## src/rtl/deteccion_tecla_pkg.sv

```systemverilog
// Shared types and default scan-code constants for the PS/2 key-release detector.
// Optional feature macro: DETECCION_TECLA_EXT_EN (adds the extended-key wait state).
package deteccion_tecla_pkg;

    localparam logic [7:0] BREAK_CODE_DEF = 8'hF0;
    localparam logic [7:0] EXT_CODE_DEF   = 8'hE0;

    typedef enum logic [1:0] {
        ESPERA_BRK  = 2'd0,
`ifdef DETECCION_TECLA_EXT_EN
        OBTENER_COD = 2'd1,
        ESPERA_EXT  = 2'd2
`else
        OBTENER_COD = 2'd1
`endif
    } estado_t;

endpackage

```

## src/rtl/deteccion_tecla.sv

```systemverilog
// PS/2 key-release detector: waits for the break prefix, then latches the
// following code byte into tecla and pulses got_done_tick for one cycle.
// Optional feature macro: DETECCION_TECLA_EXT_EN adds tecla_ext, which marks
// releases of extended keys (EXT_CODE, BREAK_CODE, code).
module deteccion_tecla
    import deteccion_tecla_pkg::*;
#(
    parameter logic [7:0] BREAK_CODE = BREAK_CODE_DEF,
    parameter logic [7:0] EXT_CODE   = EXT_CODE_DEF
) (
    input  logic       clk_Nexys,
    input  logic       Reset,
    input  logic [7:0] byte_dato,
    input  logic       scan_done_tick,
`ifdef DETECCION_TECLA_EXT_EN
    output logic       tecla_ext,
`endif
    output logic [7:0] tecla,
    output logic       got_done_tick
);

    estado_t    estado_q;
    estado_t    estado_d;
    logic [7:0] tecla_d;
    logic       got_d;
    logic       es_break;

`ifdef DETECCION_TECLA_EXT_EN
    logic       ext_flag_q;
    logic       ext_flag_d;
    logic       tecla_ext_d;
    logic       es_ext;

    assign es_ext = (byte_dato == EXT_CODE);
`endif

    assign es_break = (byte_dato == BREAK_CODE);

    // State and output registers; reset wins over any byte arriving on the same edge.
    always_ff @(posedge clk_Nexys) begin
        if (Reset) begin
            estado_q      <= ESPERA_BRK;
            tecla         <= 8'h00;
            got_done_tick <= 1'b0;
`ifdef DETECCION_TECLA_EXT_EN
            ext_flag_q    <= 1'b0;
            tecla_ext     <= 1'b0;
`endif
        end else begin
            estado_q      <= estado_d;
            tecla         <= tecla_d;
            got_done_tick <= got_d;
`ifdef DETECCION_TECLA_EXT_EN
            ext_flag_q    <= ext_flag_d;
            tecla_ext     <= tecla_ext_d;
`endif
        end
    end

    // Next-state and next-output decode; nothing moves unless a byte was received.
    always_comb begin
        estado_d    = estado_q;
        tecla_d     = tecla;
        got_d       = 1'b0;
`ifdef DETECCION_TECLA_EXT_EN
        ext_flag_d  = ext_flag_q;
        tecla_ext_d = tecla_ext;
`endif
        if (scan_done_tick) begin
            case (estado_q)
                ESPERA_BRK: begin
                    if (es_break) begin
                        estado_d   = OBTENER_COD;
`ifdef DETECCION_TECLA_EXT_EN
                        ext_flag_d = 1'b0;
                    end else if (es_ext) begin
                        estado_d   = ESPERA_EXT;
`endif
                    end
                end
                OBTENER_COD: begin
                    if (!es_break) begin
                        estado_d    = ESPERA_BRK;
                        tecla_d     = byte_dato;
                        got_d       = 1'b1;
`ifdef DETECCION_TECLA_EXT_EN
                        tecla_ext_d = ext_flag_q;
`endif
                    end
                end
`ifdef DETECCION_TECLA_EXT_EN
                ESPERA_EXT: begin
                    if (es_break) begin
                        estado_d   = OBTENER_COD;
                        ext_flag_d = 1'b1;
                    end else begin
                        estado_d   = ESPERA_BRK;
                    end
                end
`endif
                default: begin
                    estado_d = ESPERA_BRK;
                end
            endcase
        end
    end

endmodule

```

## config.mk

```make
export PLATFORM = sky130hd
export DESIGN_NAME = deteccion_tecla
export DESIGN_NICKNAME = d
export VERILOG_FILES = /design/src/rtl/deteccion_tecla_pkg.sv /design/src/rtl/deteccion_tecla.sv
export SDC_FILE = /design/constraint.sdc
export NUM_CORES = 1
export LEC_CHECK = 0
export ABC_AREA = 1
export ABC_CLOCK_PERIOD_IN_PS = 1580
export CELL_PAD_IN_SITES_DETAIL_PLACEMENT = 1
export CELL_PAD_IN_SITES_GLOBAL_PLACEMENT = 1
export CORE_ASPECT_RATIO = 0.9
export CORE_UTILIZATION = 30
export CTS_CLUSTER_DIAMETER = 80
export DETAILED_ROUTE_END_ITERATION = 7
export GPL_TIMING_DRIVEN = 1
export PLACE_DENSITY_LB_ADDON = 0.05
export SYNTH_ARGS = -nofsm -noshare
export SYNTH_HDL_FRONTEND = slang
export SYNTH_SLANG_ARGS = --single-unit
```

## constraint.sdc

```tcl
create_clock -name clk_Nexys -period 1.58 [get_ports clk_Nexys]
set_clock_uncertainty 0.15 [all_clocks]
set_input_delay 0.158 -clock clk_Nexys [delete_from_list [all_inputs] [get_ports clk_Nexys]]
set_output_delay 0.158 -clock clk_Nexys [all_outputs]
set_load 0.05 [all_outputs]
```

== Yosys cells after proc, flatten, opt, wreduce, memory -nomap -nowiden ==
Index checks and enable logic that the tools add are counted.
Storage, ports and cells
  register bits: 11
  bits of input ports: 11
  logic and storage cells: 18
  output and inout bits: 9
Cells by class
  multiplexer cells: 4
  bitwise logic cells: 3
  reductions and logical operators: 4
  eq/ne operators: 4
Operators by type and width (count)
  8-bit == test (second input constant): 1
  3-bit AND reduction: 2
  2-bit two-way mux: 2
  2-bit != test (second input constant): 2
  2-bit case mux with 2 select lines: 1
  1-bit inverter: 3
  3-bit OR reduction: 1
  2-bit by 1-bit == test with 1-bit output (second input constant): 1
  2-bit logical NOT: 1
  1-bit two-way mux: 1

== Longest topological paths before layout ==
  depth in word-level cells: 3
  depth in mapped cells: 7
  mapped depth without buffers: 7

== Least setup slack after synthesis ==
OpenSTA, ideal clock, no wires.
  kind: reg2reg
  from: register estado_q[0]
  to: register tecla[3]
  slack: 537 ps
  buffers on the path: 1
  cell stages (with the launch flop): 7
  arrival: 778 ps
  cell sequence: dfxtp_1 -> nand2_1 -> inv_2 -> buf_6 -> nand3_1 -> nand2_1 -> nor2_1
On the way
  word-level cells in the longest chain between the ends: 2
RTL lines
  start: declaration: line deteccion_tecla.sv:22  | estado_t estado_q;
  start signal: assignment: line deteccion_tecla.sv:50  | estado_q <= estado_d;
  2-bit by 1-bit == test with 1-bit output: line deteccion_tecla.sv:70  | case (estado_q)
  3-bit AND reduction (no source line)
  end signal: assignment: line deteccion_tecla.sv:51  | tecla <= tecla_d;
  end: declaration: line deteccion_tecla.sv:18  | output logic [7:0] tecla,
Every way passes these cells.
A chain may end at the register's enable or synchronous reset.

== Worst setup path after layout ==
  from: input byte_dato[3]
  to: register tecla[7]
On the way
  word-level cells in the longest chain between the ends: 3
RTL lines
  start: declaration: line deteccion_tecla.sv:13  | input logic [7:0] byte_dato,
  8-bit == test: line deteccion_tecla.sv:37  | assign es_break = (byte_dato == BREAK_CODE);
  1-bit inverter (no source line)
  3-bit AND reduction (no source line)
Every way passes these cells.

==> summary.txt <==
Final-report hold violation count: 0
M2 GR Usage: 0.232
Clock latency on the worst-skew pair: 260 ps
Lkg Pwr: 0.335 nW
Sequential share of the synthesized area: 0.393
GRT Util Overall: 0.142
Worst Max-Slew Pin Slew: 250 ps
# rows: 13
Core area: 1510 µm²
CP peak stage delay: 450 ps
Synth Warn #: 0
Most used cell along the critical path: nand2_1
Mapped cell area: 509 µm²
Clk root buf: clkbuf_4
CTS sink cnt: 10
Largest family of logic cells by synthesized area: simple AND/OR/NAND/NOR gates
Post-DP Area: 702 µm²
Largest net degree at the start of global routing: 19
Max stage delay cell, worst path: clkdlybuf4s50_1
Die X: 45.4 µm
Fin util: 0.479
Final min period: 1230 ps
# diodes: 0
Critical path origin: byte_dato[3]
Die height: 41.1 µm
CTS max path bufs: 2
Layout area overhead: 42.3%
Unrepaired setup endpoints after global routing: false
Setup crit start kind: input pin
Post-Synth Simple-Gate Area: 0.324
CTS tree: done
Synth Instances: 66
H-tree depth: 1
Antenna viol nets, final: 0
Synth Area in Compound Gates: 0.165
Netlist cell types: 13
Tot Pwr: 0.564 mW
Final worst-path cycle share: 0.776
Critical path cell sequence: clkdlybuf4s50_1 > inv_1 > nand2_1 > nor2_4 > nand2_4 > nand3_1 > nand2_1 > nor2_1
Post-Syn Nets: 77
Routability cong.: 0.662
CP Data Required Time: 1590 ps
Grt peak-use layer: met2
Mux contribution to synthesized area: 0
Max VDD drop: 491 µV
Area leader, netlist: dfxtp_1
Final setup violating endpoints: 0
Avg Inst Size Synth: 7.72 µm²
Vias in the first global route: 381
Grt ovf: 0
XOR/XNOR share of the synthesized area: 0
Crit end category: register
PD cells: 778 nW/µm²
Met3 GRT Util: 0.0793
Max Fclk: 816 MHz
#FFs+latches synth: 10
I/O pin total: 20
Final Max Tran Viols: 0
Layout cells sized above 1: 0.345
Fin area: 724 µm²
Pre-CTS setup slack: 61.7 ps
HP Start: Reset
Initial antenna violation count: 0
Met1 Use GR: 0.141
CTS Hold Bufs: 0
Post-route DRC: 0
Maximum Capacitance Violations: 0
Status: finished clean
R2r startpoint: estado_q[0]$_SDFFE_PP0P_
Adder-Cell Fraction of Synth Area: 0
Wire length per cell: 10.3 µm
Crit Path Max Fanout: 18
Setup ws final: 355 ps
Max-slew headroom: 0.832
Setup repair bufs after CTS: 0
Setup TNS: 0 ps
Worst path arrival time: 1240 ps
Port bufs: 19
Final wirelength: 1.13 mm
Post_cts resized: 0
HPWL after DPL: 837 µm
Vias: 469
First-pass GRT wire length: 1.66 mm
Clock-pin slew on the worst setup and hold paths: 60 ps
Critical setup path kind: input pin to register
1st-iter DRT viols: 4
Fin nets: 100
Largest cells by area after synthesis: dfxtp_1 (39%), a21oi_2 (15%), nand2_1 (8.8%), nand3_1 (7.9%), nor2_1 (6.6%)
Initial DRT Pass Iterations: 2
Top-area cell type share of the netlist area: 0.393
Vias per cell: 4.30
Hold WC Path Type: input pin to register
Initial Util: 0.337
CTS buffer count: 3
Die ar.: 1870 µm²
-- cells in the final DEF (no fill, tap or decap), drive strengths merged --
cell type,n
nand2,15
nor2,11
dfxtp,10
clkdlybuf4s50,10
buf,10
a21oi,9
inv,9
nand3,8
clkbuf,3
clkinv,1
o21ai,1
-- worst paths after layout --
kind                                    to  cells after the start  slack (ps)
setup / recovery     tecla[7]$_SDFFE_PP0P_                      8         350
hold / removal    got_done_tick$_SDFF_PP0_                      2         300
setup reg to reg     tecla[7]$_SDFFE_PP0P_                      6         500
hold reg to reg      tecla[5]$_SDFFE_PP0P_                      2         340
-- flip-flops by register name, summed over array words and instances, names as in the netlist --
| signal | cells |
|---|---|
| tecla | 8 |
| got_done_tick | 1 |
| estado_q | 1 |
-- per-layer routing --
layer / vias to the layer above / share of wire
li1: 249 / -
met1: 202 / 0.42
met2: 13 / 0.48
met3: 5 / 0.074
met4: 0 / 0.027
met5: - / 0
-- through the flow --
stage / std cells / hold slack [ps]
2_1_floorplan: 66 / 79.6
3_3_place_gp: 106 / 323
3_5_place_dp: 106 / 332
4_1_cts: 109 / 293
5_1_grt: 109 / 297
6_report: 109 / 297
-- area by class of cell --
type                       instances  area (µm²)
multi-input combinational         44         249
sequential                        10         200
timing repair buffer              20         188
clock buffer                       3        22.5
fill                             197         788
tap                               22        27.5
inverter                          10        37.5
-- worst max-delay path: cells and delay by family --
| family | cells | cell delay (ps) |
|---|---|---|
| buffers and inverters | 2 | 500 |
| and+or+nand+nor | 6 | 560 |
-- where the power goes --
part           internal [mW]  switching [mW]  total (mW)
Clock                 0.0880          0.0843       0.172
Combinational         0.0542          0.0691       0.123
Sequential             0.262         0.00606       0.268
-- synth_stat cells --
master and count:
nand2_4 1, nand2_1 12, o21ai_0 1, nand2_2 2
dfxtp_1 10, nand3_1 8, clkinv_1 1, inv_1 6
nor2_4 2, a21oi_2 9, inv_2 3, nor2_1 9
buf_6 2
-- cells by family (layout without fill, tap and decap cells) --
family,after synthesis,in the layout
AOI/OAI and AO/OA,10,10
buffers and inverters,12,33
DFF,10,10
and+or+nand+nor,34,34
Note: power is estimated with default switching activity, not from simulation.
==> RTL edit 1: new RTL, same settings <==
Register the output `tecla` once more, without a reset; this adds one clock of latency there. The other outputs are not delayed to match. Comments in the files are not updated.
--- a/src/rtl/deteccion_tecla.sv
+++ b/src/rtl/deteccion_tecla.sv
@@ -18,6 +18,8 @@
     output logic [7:0] tecla,
     output logic       got_done_tick
 );
+
+    logic [7:0] tecla_s0;
 
     estado_t    estado_q;
     estado_t    estado_d;
@@ -40,7 +42,7 @@
     always_ff @(posedge clk_Nexys) begin
         if (Reset) begin
             estado_q      <= ESPERA_BRK;
-            tecla         <= 8'h00;
+            tecla_s0      <= 8'h00;
             got_done_tick <= 1'b0;
 `ifdef DETECCION_TECLA_EXT_EN
             ext_flag_q    <= 1'b0;
@@ -48,7 +50,7 @@
 `endif
         end else begin
             estado_q      <= estado_d;
-            tecla         <= tecla_d;
+            tecla_s0      <= tecla_d;
             got_done_tick <= got_d;
 `ifdef DETECCION_TECLA_EXT_EN
             ext_flag_q    <= ext_flag_d;
@@ -60,7 +62,7 @@
     // Next-state and next-output decode; nothing moves unless a byte was received.
     always_comb begin
         estado_d    = estado_q;
-        tecla_d     = tecla;
+        tecla_d     = tecla_s0;
         got_d       = 1'b0;
 `ifdef DETECCION_TECLA_EXT_EN
         ext_flag_d  = ext_flag_q;
@@ -105,5 +107,9 @@
         end
     end
 
+    always_ff @(posedge clk_Nexys) begin
+        tecla <= tecla_s0;
+    end
+
 endmodule
 
Formal check against the unedited RTL: not equivalent (a bounded check fails within 4 cycles, from zero or initial values and one cycle with Reset high).
==> RTL edit 1 against the original RTL <==
Sequential share of layout area increased by 13 points; wire length increased by 8.9%; total power increased by 44%; worst setup slack got worse by 25 ps; design area increased by 22%; synthesized area increased by 31%; count of clock-buffer cells in the layout unchanged; sequential cell count increased by 8; first-iteration DRC count unchanged; die area increased by 30%; critical path type unchanged.
==> RTL edit 1: results (changes against the original RTL) <==
stage	metric	value	unit	change
outcome	outcome	complete, no violations		
setup_path	slowest_stage	clkdlybuf4s50_1		
timing	setup_slack	330	ps	-25.1 ps
cts	cts-htree-levels	1		unchanged
synthesis	ys_types	13		unchanged
layout	layout.nets	109		+9.0%
setup_path	r2r_cells	5		-1
timing	tightest_slew	273	ps	+22.7 ps
synthesis	synthTopCellsByCount	dfxtp_1 (18), nand2_1 (12), a21oi_2 (9), nor2_1 (9), nand3_1 (8)		
grt	met2_usage	0.218		-0.0140
synthesis	ys_seq_area_frac	0.538		+0.145
synthesis	synth_fp_nets	85		+10%
setup_path	crit_end	tecla_s0[0]		
setup_path	arrival	1320	ps	+80 ps
layout	clock_cell_area_share	0.0255		-0.00559
grt	grtUsageTotal	0.121		-0.0205
layout	final_area	883	um^2	+22%
cts	clock_latency	280	ps	+20 ps
min_path	hold_class	register to register		
layout	fillers	254		+29%
detailed_routing	vias	522		+11%
grt	grt-ovfl-total	0		unchanged
setup_path	cpPeakStageDelay	510	ps	+60 ps
detailed_routing	dr_wl_met3	60	um	-28%
detailed_routing	drt-pass1-iter-count	2		unchanged
setup_path	timing.reg2reg.setup_slack	410	ps	-90 ps
grt	grt_pass1_vias	478		+25%
synthesis	yosys-top-cells-area	dfxtp_1 (54%), a21oi_2 (12%), nand2_1 (6.7%)		
grt	use_met3	0.0583		-0.0210
layout	reg_top3	tecla (8), tecla_s0 (8)		
layout	buffers	21		+5.0%
layout	final_util	0.440		-0.0390
synthesis	synthCells	74		+12%
placed_design	hpwl	941	um	+12%
synthesis	yosysWarningCount	0		unchanged
layout	multi_input_area_share	0.282		-0.0618
detailed_routing	met2_length	622	um	+15%
layout	seq_cells	18		+8
setup_path	path_delay_family	buffers and inverters		
layout	non_clock_buffer_area_share	0.207		-0.0523
grt	grtUsageMet1	0.130		-0.0114
layout	nNonClkInverters	10		unchanged
setup_path	critPathLaunch	scan_done_tick		
cts	clkTransAtPathRegs	90	ps	+30 ps
placed_design	gp_congestion	0.727		+9.8%
setup_path	path_max_fanout	14		-4
layout	sh_seq_area	0.408		+0.132
cts	cts_root_buf	clkbuf_4		
placed_design	pre_cts_slack	37.7	ps	-24.0 ps
layout	final_layout_size_suffix_gt1_frac	0.313		-0.0323
power_and_ir_drop	vdd_ir_drop_max	0.607	mV	+24%
detailed_routing	wl	1230	um	+8.9%
power_and_ir_drop	leakagePower	0.404	nW	+20%
cts	post_cts_resized	0		unchanged
detailed_routing	wirelength_met1	529	um	+13%
grt	grt_pass1_wl	2040	um	+23%
placed_design	place_area	861	um^2	+23%
layout	stdcell_count	121		+11%
## RTL edit 1: cell types whose count changed after synthesis, sizes merged
cell and delta:
dfxtp +8
## RTL edit 1: worst min-delay path by stage
| stage | start | end | slack, ps | cells after the start |
|---|---|---|---|---|
| finish | tecla_s0[2] | tecla[2] | 220 | 0 |
| global route | tecla_s0[2] | tecla[2] | 230 | 0 |
| CTS | tecla_s0[4] | tecla[4] | 220 | 0 |
| detailed placement | tecla_s0[4] | tecla[4] | 210 | 0 |
| global placement | tecla_s0[2] | tecla[2] | 200 | 0 |
| floorplan | Reset | got_done_tick | 80 | 1 |
## RTL edit 1: cells by family after synthesis
family / Yosys count / synth area share
AND/OR/NAND/NOR: 34 / 0.247
flip-flops: 18 / 0.538
buffers and inverters: 12 / 0.0897
AO/OA/AOI/OAI: 10 / 0.125
## RTL edit 1: where the power goes
group          internal (mW)  switching [mW]  leakage, nW
clock                 0.0883           0.123       0.0138
sequential             0.471         0.00778        0.147
combinational         0.0530          0.0684        0.244
==> RTL edit 2: new RTL, same flow settings <==
Without the edit above. The option `DETECCION_TECLA_EXT_EN` is turned on by a define.
--- a/src/rtl/deteccion_tecla_pkg.sv
+++ b/src/rtl/deteccion_tecla_pkg.sv
@@ -1,5 +1,7 @@
 // Shared types and default scan-code constants for the PS/2 key-release detector.
 // Optional feature macro: DETECCION_TECLA_EXT_EN (adds the extended-key wait state).
+`define DETECCION_TECLA_EXT_EN
+
 package deteccion_tecla_pkg;
 
     localparam logic [7:0] BREAK_CODE_DEF = 8'hF0;
Behaviour (old outputs only; new: tecla_ext): no difference found for any inputs over 10 cycles, from zero or initial values and one cycle with Reset high; that may be too few to reach the edited logic, so the function may still have changed.
==> RTL edit 2 against the original RTL <==
Synthesized area is 22% higher; sequential cell count is 3 higher; worst setup slack worse by 220 ps; highest routed layer unchanged; maximum frequency is 15% lower; combinational power is 39% lower; design area is 22% higher; clock power is 16% higher; wire length is 42% higher; total power is 7.0% higher; final cell count is 21% higher; sequential power is 22% higher; global-route usage is 1.3 points higher.
==> RTL edit 2: results (changes against the original RTL) <==
stage	metric	value	unit	change
detailed_routing	drt-pass1-iter-count	4		+2
grt	grt_max_degree	12		-7
layout	nClkBuffers	4		+1
layout	seq_cells	13		+3
floorplan	coreArea	0.00193	mm^2	+28%
synthesis	yosysWarningCount	0		unchanged
grt	grtUsageTotal	0.154		+0.0125
synthesis	synthTopCellsByCount	nand2_1 (18), dfxtp_1 (13), a21oi_1 (11), nand4_1 (10), inv_1 (8)		
grt	grt_pass1_vias	559		+47%
timing	tightest_slew	224	ps	-26.2 ps
layout	layout.nets	119		+19%
synthesis	yosys-top-cells-area	dfxtp_1 (42%), nand2_1 (11%), nand4_1 (10%)		
layout	register_area	260	um^2	+30%
cts	cts-buffers-inserted	3		unchanged
detailed_routing	routed_via_density	4.67		+8.5%
synthesis	synthCells	81		+23%
layout	non_clock_buffer_area_share	0.263		+0.00402
min_path	hold_start	ext_flag_q		
layout	areaGrowthSynthToFinish	42.3	%	about the same
outcome	outcome	complete, no violations		
grt	grt_pass1_wl	2570	um	+55%
power_and_ir_drop	leakagePower	0.363	nW	+8.3%
layout	multi_input_area	304	um^2	+22%
layout	buffers	26		+30%
layout	final_layout_size_suffix_gt1_frac	0.243		-0.102
placed_design	gp_congestion	0.754		+14%
power_and_ir_drop	p_sw	0.137	mW	-14%
layout	multi_input_cells	56		+27%
placed_design	place_inst	128		+21%
synthesis	synth_fp_nets	92		+19%
power_and_ir_drop	vdd_ir_drop_max	0.504	mV	+2.6%
synthesis	ys_seq_area_frac	0.419		+0.0254
detailed_routing	wl_per_cell	12.1	um	+18%
placed_design	hpwl	1280	um	+53%
setup_path	critPathLaunch	byte_dato[1]		
layout	reg_top3	tecla (8), estado_q (2)		
layout	nNonClkInverters	8		-2
layout	clock_cell_area_share	0.0297		-0.00139
min_path	hold_class	register to register		
placed_design	place_area	858	um^2	+22%
layout	fillers	251		+27%
cts	clkTransAtPathRegs	80	ps	+20 ps
detailed_routing	drt_first_iter_violations	5		+1
setup_path	path_max_fanout	11		-7
synthesis	ys_types	18		+5
## RTL edit 2: path summary, 6_finish.rpt
kind	endpoint	slack, ps	cells past startpoint
max	tecla[1]	140	8
min	ext_flag_q	310	2
max reg2reg	estado_q[1]	260	7
min reg2reg	ext_flag_q	310	2
## RTL edit 2: tightest hold or removal path: stages, from the launching register on
cell and delay, ps:
dfxtp_1 320, inv_1 50, a21oi_1 50
## RTL edit 2: power by group through the flow
| stage | clock [mW] | combinational (mW) | sequential (mW) |
|---|---|---|---|
| 2_1_floorplan | 0 | 0.0236 | 0.337 |
| 3_3_place_gp | 0 | 0.0736 | 0.336 |
| 3_5_place_dp | 0 | 0.0752 | 0.336 |
| 4_1_cts | 0.210 | 0.0755 | 0.328 |
| 5_1_grt | 0.219 | 0.0801 | 0.329 |
| 6_report | 0.200 | 0.0751 | 0.328 |
## RTL edit 2: logic make-up after synthesis
| group | after synthesis | share of synthesized area |
|---|---|---|
| simple gates | 42 | 0.366 |
| compound gates | 14 | 0.123 |
| flops | 13 | 0.419 |
| buf+inv | 12 | 0.0925 |
## RTL edit 2: stage by stage
| step | hold WS, ps | worst slack [ps] |
|---|---|---|
| after floorplan | 77.1 | 407 |
| after global placement | 292 | -92.2 |
| after detailed placement | 296 | -152 |
| after CTS | 314 | 123 |
| after global routing | 336 | 3.48 |
| final | 315 | 139 |
## RTL edit 2: layer usage
| metal | share of wire | vias up | GRT usage |
|---|---|---|---|
| met5 | 0 | - | 0 |
| met4 | 0.0075 | 0 | 0.0686 |
| met3 | 0.042 | 2 | 0.0202 |
| met2 | 0.43 | 13 | 0.229 |
| met1 | 0.52 | 273 | 0.222 |
| li1 | - | 328 | - |
